### config.mk
export PLATFORM = sky130hd
export DESIGN_NAME = pc_sequencer
export DESIGN_NICKNAME = d
export VERILOG_FILES = /design/src/rtl/pc_seq_pkg.sv /design/src/rtl/pc_ret_stack.sv /design/src/rtl/pc_sequencer.sv
export SDC_FILE = /design/constraint.sdc
export NUM_CORES = 1
export LEC_CHECK = 0
export BUFFER_PORTS_ARGS = -buffer_cell sky130_fd_sc_hd__buf_2
export CAP_MARGIN = 0
export CORE_MARGIN = 2
export CORE_UTILIZATION = 45
export DETAILED_ROUTE_END_ITERATION = 6
export PLACE_DENSITY = 0.77
export SLEW_MARGIN = 10
export SYNTH_ARGS = -nofsm -noshare
export SYNTH_HDL_FRONTEND = slang
export SYNTH_SLANG_ARGS = --single-unit
### constraint.sdc
create_clock -name clk -period 1.55 [get_ports clk]
set_input_delay 0.0775 -clock clk [delete_from_list [all_inputs] [get_ports clk]]
set_output_delay 0.0775 -clock clk [all_outputs]
set_load 0.01 [all_outputs]
### src/rtl/pc_seq_pkg.sv
`default_nettype none
// ============================================================================
// Module   : pc_seq_pkg
// Brief    : Shared defaults, reset PC and per-cycle action encoding for the
//            program-counter sequencer.
// Config   : PC_SEQ_STACK_EN (consumed by pc_sequencer, not by this package)
// Revision : 1.0 - initial release
// ============================================================================
package pc_seq_pkg;

  // Default program-memory address width (1024 words).
  localparam int unsigned PC_AW_DEFAULT    = 10;
  // Default number of return-stack entries.
  localparam int unsigned PC_DEPTH_DEFAULT = 8;
  // Value the PC takes on reset and on synchronous restart.
  localparam int unsigned PC_RESET         = 0;

  // Exactly one of these actions is taken on every rising edge.
  typedef enum logic [2:0] {
    ACT_NONE = 3'd0,  // hold (stall)
    ACT_INC  = 3'd1,  // sequential fetch
    ACT_JMP  = 3'd2,  // load target
    ACT_CALL = 3'd3,  // push PC+1, load target
    ACT_RET  = 3'd4,  // pop into PC
    ACT_CLR  = 3'd5   // synchronous restart
  } pc_action_e;

  // Resolve the control inputs into a single action using the fixed priority
  // clr > stall > ret > call > jmp > increment. Without a return stack, ret
  // degrades to a plain increment and call to a plain jump.
  function automatic pc_action_e pc_select_action(
    input logic clr,
    input logic stall,
    input logic ret,
    input logic call,
    input logic jmp,
    input logic stack_en
  );
    pc_action_e act;
    act = ACT_INC;
    if (clr)        act = ACT_CLR;
    else if (stall) act = ACT_NONE;
    else if (ret)   act = stack_en ? ACT_RET  : ACT_INC;
    else if (call)  act = stack_en ? ACT_CALL : ACT_JMP;
    else if (jmp)   act = ACT_JMP;
    return act;
  endfunction

endpackage
`default_nettype wire

### src/rtl/pc_ret_stack.sv
`default_nettype none
// ============================================================================
// Module   : pc_ret_stack
// Brief    : Pointer-based LIFO of return addresses (DEPTH x AW) with push,
//            pop and flush. Only the occupancy pointer is reset; the storage
//            array is left uninitialised. Used when PC_SEQ_STACK_EN is set.
// Revision : 1.0 - initial release
// ============================================================================
module pc_ret_stack
  import pc_seq_pkg::*;
#(
  parameter int unsigned AW    = PC_AW_DEFAULT,
  parameter int unsigned DEPTH = PC_DEPTH_DEFAULT
) (
  input  logic          clk,
  input  logic          reset_n,
  input  logic          flush_i,
  input  logic          push_i,
  input  logic          pop_i,
  input  logic [AW-1:0] data_i,
  output logic [AW-1:0] top_o,
  output logic          empty_o,
  output logic          full_o
);

  localparam int unsigned PW = $clog2(DEPTH);
  localparam int unsigned CW = PW + 1;

  logic [CW-1:0] cnt_q;
  logic [CW-1:0] cnt_d;
  logic [AW-1:0] mem_q [DEPTH];

  logic          w_do_push;
  logic          w_do_pop;
  logic [PW-1:0] w_wr_idx;
  logic [PW-1:0] w_top_idx;

  assign empty_o   = (cnt_q == '0);
  assign full_o    = (cnt_q == CW'(DEPTH));
  assign w_do_push = push_i && !full_o  && !flush_i;
  assign w_do_pop  = pop_i  && !empty_o && !flush_i;

  // DEPTH is a power of two, so the low pointer bits index the next free slot
  // and wrap naturally to DEPTH-1 when reading the top of a full stack.
  assign w_wr_idx  = cnt_q[PW-1:0];
  assign w_top_idx = cnt_q[PW-1:0] - PW'(1);
  assign top_o     = mem_q[w_top_idx];

  // Occupancy update: flush wins, otherwise at most one of push/pop.
  always_comb begin
    cnt_d = cnt_q;
    if (flush_i)        cnt_d = '0;
    else if (w_do_push) cnt_d = cnt_q + CW'(1);
    else if (w_do_pop)  cnt_d = cnt_q - CW'(1);
  end

  // Occupancy pointer register; reset empties the stack immediately.
  always_ff @(posedge clk or negedge reset_n) begin
    if (!reset_n) cnt_q <= '0;
    else          cnt_q <= cnt_d;
  end

  // Return-address storage, written only on an accepted push.
  always_ff @(posedge clk) begin
    if (w_do_push) mem_q[w_wr_idx] <= data_i;
  end

endmodule
`default_nettype wire

### src/rtl/pc_sequencer.sv
`default_nettype none
// ============================================================================
// Module   : pc_sequencer
// Brief    : Program counter with jump, call/return (LIFO return stack),
//            stall and synchronous restart. Address is the registered PC and
//            addresses program memory combinationally.
// Config   : PC_SEQ_STACK_EN defined   -> return stack, call/ret, ovf/unf.
//            PC_SEQ_STACK_EN undefined -> call acts as jmp, ret as increment,
//                                         stack status outputs are constant.
// Revision : 1.0 - initial release
// ============================================================================
module pc_sequencer
  import pc_seq_pkg::*;
#(
  parameter int unsigned AW    = PC_AW_DEFAULT,
  parameter int unsigned DEPTH = PC_DEPTH_DEFAULT
) (
  input  logic          clk,
  input  logic          reset_n,
  input  logic          clr,
  input  logic          stall,
  input  logic          jmp,
  input  logic          call,
  input  logic          ret,
  input  logic [AW-1:0] target,
  output logic [AW-1:0] Address,
  output logic          stk_empty,
  output logic          stk_full,
  output logic          ovf,
  output logic          unf
);

`ifdef PC_SEQ_STACK_EN
  localparam bit c_STACK_EN = 1'b1;
`else
  localparam bit c_STACK_EN = 1'b0;
`endif

  // Reject unsupported stack depths at elaboration time.
  if ((DEPTH < 2) || (DEPTH > 16) || ((DEPTH & (DEPTH - 1)) != 0)) begin : g_bad_depth
    $error("pc_sequencer: DEPTH must be a power of two in the range 2..16");
  end

  logic [AW-1:0] pc_q;
  logic [AW-1:0] pc_d;
  logic [AW-1:0] w_pc_inc;
  pc_action_e    w_action;
  logic          w_stk_empty;
  logic          w_stk_full;
  logic [AW-1:0] w_stk_top;

  // Sequential successor; wraps from 2^AW-1 to 0 without any flag.
  assign w_pc_inc = pc_q + AW'(1);
  assign w_action = pc_select_action(clr, stall, ret, call, jmp, c_STACK_EN);

`ifdef PC_SEQ_STACK_EN
  logic w_push;
  logic w_pop;
  logic w_flush;
  logic ovf_q;
  logic ovf_d;
  logic unf_q;
  logic unf_d;

  // A call into a full stack still jumps; only the push is dropped.
  assign w_push  = (w_action == ACT_CALL) && !w_stk_full;
  assign w_pop   = (w_action == ACT_RET)  && !w_stk_empty;
  assign w_flush = (w_action == ACT_CLR);

  pc_ret_stack #(
    .AW    (AW),
    .DEPTH (DEPTH)
  ) u_ret_stack (
    .clk     (clk),
    .reset_n (reset_n),
    .flush_i (w_flush),
    .push_i  (w_push),
    .pop_i   (w_pop),
    .data_i  (w_pc_inc),
    .top_o   (w_stk_top),
    .empty_o (w_stk_empty),
    .full_o  (w_stk_full)
  );

  // Sticky overflow/underflow: set on misuse, cleared only by restart.
  always_comb begin
    ovf_d = ovf_q;
    unf_d = unf_q;
    case (w_action)
      ACT_CLR: begin
        ovf_d = 1'b0;
        unf_d = 1'b0;
      end
      ACT_CALL: if (w_stk_full)  ovf_d = 1'b1;
      ACT_RET:  if (w_stk_empty) unf_d = 1'b1;
      default: ;
    endcase
  end

  // Sticky flag registers.
  always_ff @(posedge clk or negedge reset_n) begin
    if (!reset_n) begin
      ovf_q <= 1'b0;
      unf_q <= 1'b0;
    end else begin
      ovf_q <= ovf_d;
      unf_q <= unf_d;
    end
  end

  assign ovf = ovf_q;
  assign unf = unf_q;
`else
  // No stack: status reads as permanently empty and error-free.
  assign w_stk_empty = 1'b1;
  assign w_stk_full  = 1'b0;
  assign w_stk_top   = '0;
  assign ovf         = 1'b0;
  assign unf         = 1'b0;
`endif

  assign stk_empty = w_stk_empty;
  assign stk_full  = w_stk_full;

  // Next-PC selection driven by the single prioritised action.
  always_comb begin
    pc_d = w_pc_inc;
    unique case (w_action)
      ACT_CLR:  pc_d = AW'(PC_RESET);
      ACT_NONE: pc_d = pc_q;
      ACT_JMP:  pc_d = target;
      ACT_CALL: pc_d = target;
      ACT_RET:  pc_d = w_stk_empty ? w_pc_inc : w_stk_top;
      ACT_INC:  pc_d = w_pc_inc;
      default:  pc_d = w_pc_inc;
    endcase
  end

  // Program counter register; reset forces the restart address at once.
  always_ff @(posedge clk or negedge reset_n) begin
    if (!reset_n) pc_q <= AW'(PC_RESET);
    else          pc_q <= pc_d;
  end

  assign Address = pc_q;

endmodule
`default_nettype wire

==> After elaboration in Yosys (flattened, before gate mapping) <==
Index checks and enable logic that the tools add are counted.
{ "classes": {"n_mux": 6, "eq_ne": 3, "reduce_logical": 2, "n_addsub": 1} }
{ "ops": {"columns": ["cell", "count"], "rows": [
  ["$pmux W10 S3", 1],
  ["$add A10 B1 Y10 const B", 1],
  ["$mux W2", 4],
  ["$eq A3 B2 Y1 const B", 2],
  ["$eq A3 B3 Y1 const B", 1],
  ["$logic_not A3 Y1", 1],
  ["$mux W3", 1],
  ["$reduce_or A2 Y1", 1]
]} }
{ "totals": {"input_bits": 17, "reg_bits": 10, "word_cells": 13, "out_inout_bits": 14} }

==> Logic depth before layout (Yosys ltp) <==
{ "depth": {"ltp_word": 8, "mapped_depth": 6} }

==> Worst setup path after synthesis <==
Ideal clock, no wire load.
{ "synth_path": {"path_type": "reg2reg", "startpoint": "register pc_q[0], in the netlist Address[0]", "endpoint": "register pc_q[5], in the netlist Address[5]", "n_path_buf": 0, "setup_slack_ns": 0.152, "required_ns": 1.427, "arrival_time_ns": 1.275, "synth_period_minus_slack_ns": 1.398, "path_stages_with_launch": 5, "cell_sequence": "dfrtp_1 and4_4 nand3_4 mux2_4 o221a_1"} }
{ "synth_via": {"elab_chain_cells": 2} }
{ "synth_rtl": {"columns": ["item", "line", "text"], "rows": [
  ["start: declaration", "pc_sequencer.sv:44", "logic [AW-1:0] pc_q;"],
  ["start signal: assignment", "pc_sequencer.sv:141", "if (!reset_n) pc_q <= AW'(PC_RESET);"],
  ["start signal: assignment", "pc_sequencer.sv:142", "else pc_q <= pc_d;"],
  ["$add A10 B1 Y10", "pc_sequencer.sv:53", "assign w_pc_inc = pc_q + AW'(1);"],
  ["$pmux W10 S3", "pc_sequencer.sv:128", "unique case (w_action)"]
]} }
Every way passes these cells.
A chain may end at the register's enable or synchronous reset.

==> Final worst setup path <==
{ "layout_path": {"startpoint": "register pc_q[0], in the netlist Address[0]", "endpoint": "register pc_q[8], in the netlist Address[8]"} }
The elaborated chain is that of the path after synthesis.

==> reports/qor.yml <==
start_util: 0.474
wl_um: 1790
crit_path_end_kind: "flip-flop"
antenna_cells: 0
clkPwrFrac: 0.298
total_power_w: 0.000600
worstSetupEndpoint: "Address[8]"
worst_path_max_delay_cell: "dfrtp_1"
regToRegSetupSlack_ns: 0.08
worst-path-max-fanout: 6
areaGrowthSynthToFinish_pct: 21.5
clkSinkCount: 10
antenna_found_initial: 0
internal_power_w: 0.000419
crit_arrival_ns: 1.62
switchingPower_w: 0.000181
sw_frac_of_total: 0.301
hold_viol: 0
startpoint: "Address[0]"
gr-usage-all-layers: 0.204
fp.dieW_um: 43.6
largest_register_ffs: 10
status: "complete, no violations"
antenna_left: 0
yosysSeqAreaShare: 0.355
viasPerCell: 5.90
yosys_warnings: 0
critPathBufInv: 0
synth.distinct_cells: 35
cts_root_buffer: "clkbuf_4"
fp.dieH_um: 43.6
seqPwrFrac: 0.491
pin_count: 31
r2r_cells: 5
final_util: 0.576
fin_crit_sh: 0.949
numCtsBuffers: 3
dpl.hpwl_um: 1230
crit_required_ns: 1.70
path_clk_slew_ns: 0.07
clk_path_buf_depth: 2
final_layout_size_suffix_gt1_frac: 0.324
cellPowerDensity_nw_per_um2: 700
max_freq_ghz: 0.680
cts_setup_buffers: 0
worstReg2RegEnd: "Address[8]"
post-route-min-period_ns: 1.47
synth.avg_cell_area_sq_um: 8.40
timing.critical_path.depth: 5
dieArea_sq_um: 1900
setup_viol: 0
p_leak_nw: 0.393
ir_drop_mv: 0.446
routedWlPerCell_um: 14.4
criticalPathCategory: "reg -> reg"
crit_path_max_incr_delay_ns: 0.43
combPwrFrac: 0.212
worst_setup_path_start_kind: "flip-flop"
synth_seq_cells: 10
grt_pass1_vias: 637
synthCells: 84
clk_latency_ns: 0.27
core_area_sq_um: 1490
htreeDepth: 1
grt_max_degree: 16
reg2reg_from: "Address[0]"
skew_ns: 0.00502
cap_violations: 0
cts_tree: "done"
hold_path.class: "in -> reg"
path_cells: "ha_1 > nand3_1 > nor4_2 > o21a_1 > nor3_1"
fin_nets: 128
hold_path_startpoint: "target[1]"
cp_top_family: "simple AND/OR/NAND/NOR gates"
slew_violations: 0
grt_pass1_wl_um: 2860
drtIter0Drc: 13
hold_depth: 3
dr.pass1.iters: 4
grt-ovfl-total: 0
io_buffers: 26
gp_congestion: 0.754
vias: 732
route.detailed.drc: 0
hold-worst-slack_ns: 0.0734
synth_area_sq_um: 706
rows: 14
power groups by stage:
stage / Clock [W] / Combinational (W) / Sequential (W)
floorplan: 0 / 0.0000747 / 0.000303
CTS: 0.000187 / 0.000126 / 0.000294
finish: 0.000179 / 0.000127 / 0.000294
detailed placement: 0 / 0.000124 / 0.000299
global placement: 0 / 0.000123 / 0.000298
global route: 0.000203 / 0.000140 / 0.000297
through the flow:
step	instances	setup slack (ns)	setup TNS [ns]	instance area, sq um
after detailed placement	120	0.124	0	818
after global placement	120	0.156	0	818
after floorplan	86	0.152	0	713
after global routing	124	-0.0373	-0.0373	857
final	124	0.0796	0	857
after CTS	124	0.115	0	851
how the worst min path moves through the flow:
stage | slack [ns] | to
after global placement | -0.05 | Address[9]
after CTS | 0.07 | Address[1]
after global routing | 0.08 | Address[1]
after floorplan | -0.22 | Address[0]
after detailed placement | -0.04 | Address[9]
final | 0.07 | Address[1]
logic make-up (layout without fill, tap and decap cells):
group                    Yosys count  count (layout)  synth area share
AO/OA/AOI/OAI                     30              30             0.293
multiplexers                       1               1            0.0213
flip-flops                        10              10             0.355
adder cells (fa/ha/maj)            1               1            0.0177
buffers and inverters             14              36             0.101
AND/OR/NAND/NOR                   26              26             0.202
other                              2               4            0.0106
worst min-delay path, cell delays in order:
cell and delay (ns):
buf_2 0.10, nand2_1 0.04, a311oi_1 0.08
Yosys cell counts, drive strengths merged:
master / n / area share
dfrtp: 10 / 0.35
o41a: 1 / 0.016
ha: 1 / 0.018
nor4: 2 / 0.018
mux2: 1 / 0.021
nor2: 3 / 0.016
a211o: 1 / 0.012
o22ai: 1 / 0.0089
a21oi: 9 / 0.064
inv: 5 / 0.027
nand2: 8 / 0.043
buf: 6 / 0.057
a32oi: 1 / 0.012
a211oi: 1 / 0.011
o32ai: 3 / 0.037
and2: 1 / 0.0089
and4: 1 / 0.016
a41o: 1 / 0.014
o21ba: 1 / 0.014
clkbuf: 3 / 0.018
nor3b: 1 / 0.011
o21ai: 6 / 0.043
o21a: 1 / 0.011
nand4: 1 / 0.0089
nor3: 4 / 0.028
nand3: 5 / 0.053
o21bai: 1 / 0.011
o211ai: 1 / 0.011
conb: 2 / 0.011
a311oi: 1 / 0.012
o221a: 1 / 0.016
layout make-up:
class / instances / area [sq um]
multi-input combinational: 62 / 398
tap: 16 / 20.0
fill: 148 / 632
timing repair buffer: 28 / 148
sequential: 10 / 250
clock buffer: 3 / 22.5
inverter: 5 / 18.8
layer usage:
metal | global-route usage | part of all wire
met5 | 0 | 0
met4 | 0.109 | 0.017
met3 | 0.0500 | 0.078
met2 | 0.300 | 0.48
met1 | 0.274 | 0.43
placed cells by master, fill, tap and decap left out, types with 3 or more instances in the layout:
master / count
buf_2: 26
dfrtp_1: 10
a21oi_1: 9
nand2_1: 8
inv_1: 5
o21ai_0: 5
nand3_1: 4
nor3_1: 4
conb_1: 4
nor2_1: 3
o32ai_1: 3
clkbuf_4: 3
repair_timing:
item	4_1_cts	5_1_grt
setup endpoints to repair	0	1
hold endpoints to repair	10	0
gates resized for setup	0	1
hold buffers	1	0
(Power assumes the default switching activity.)
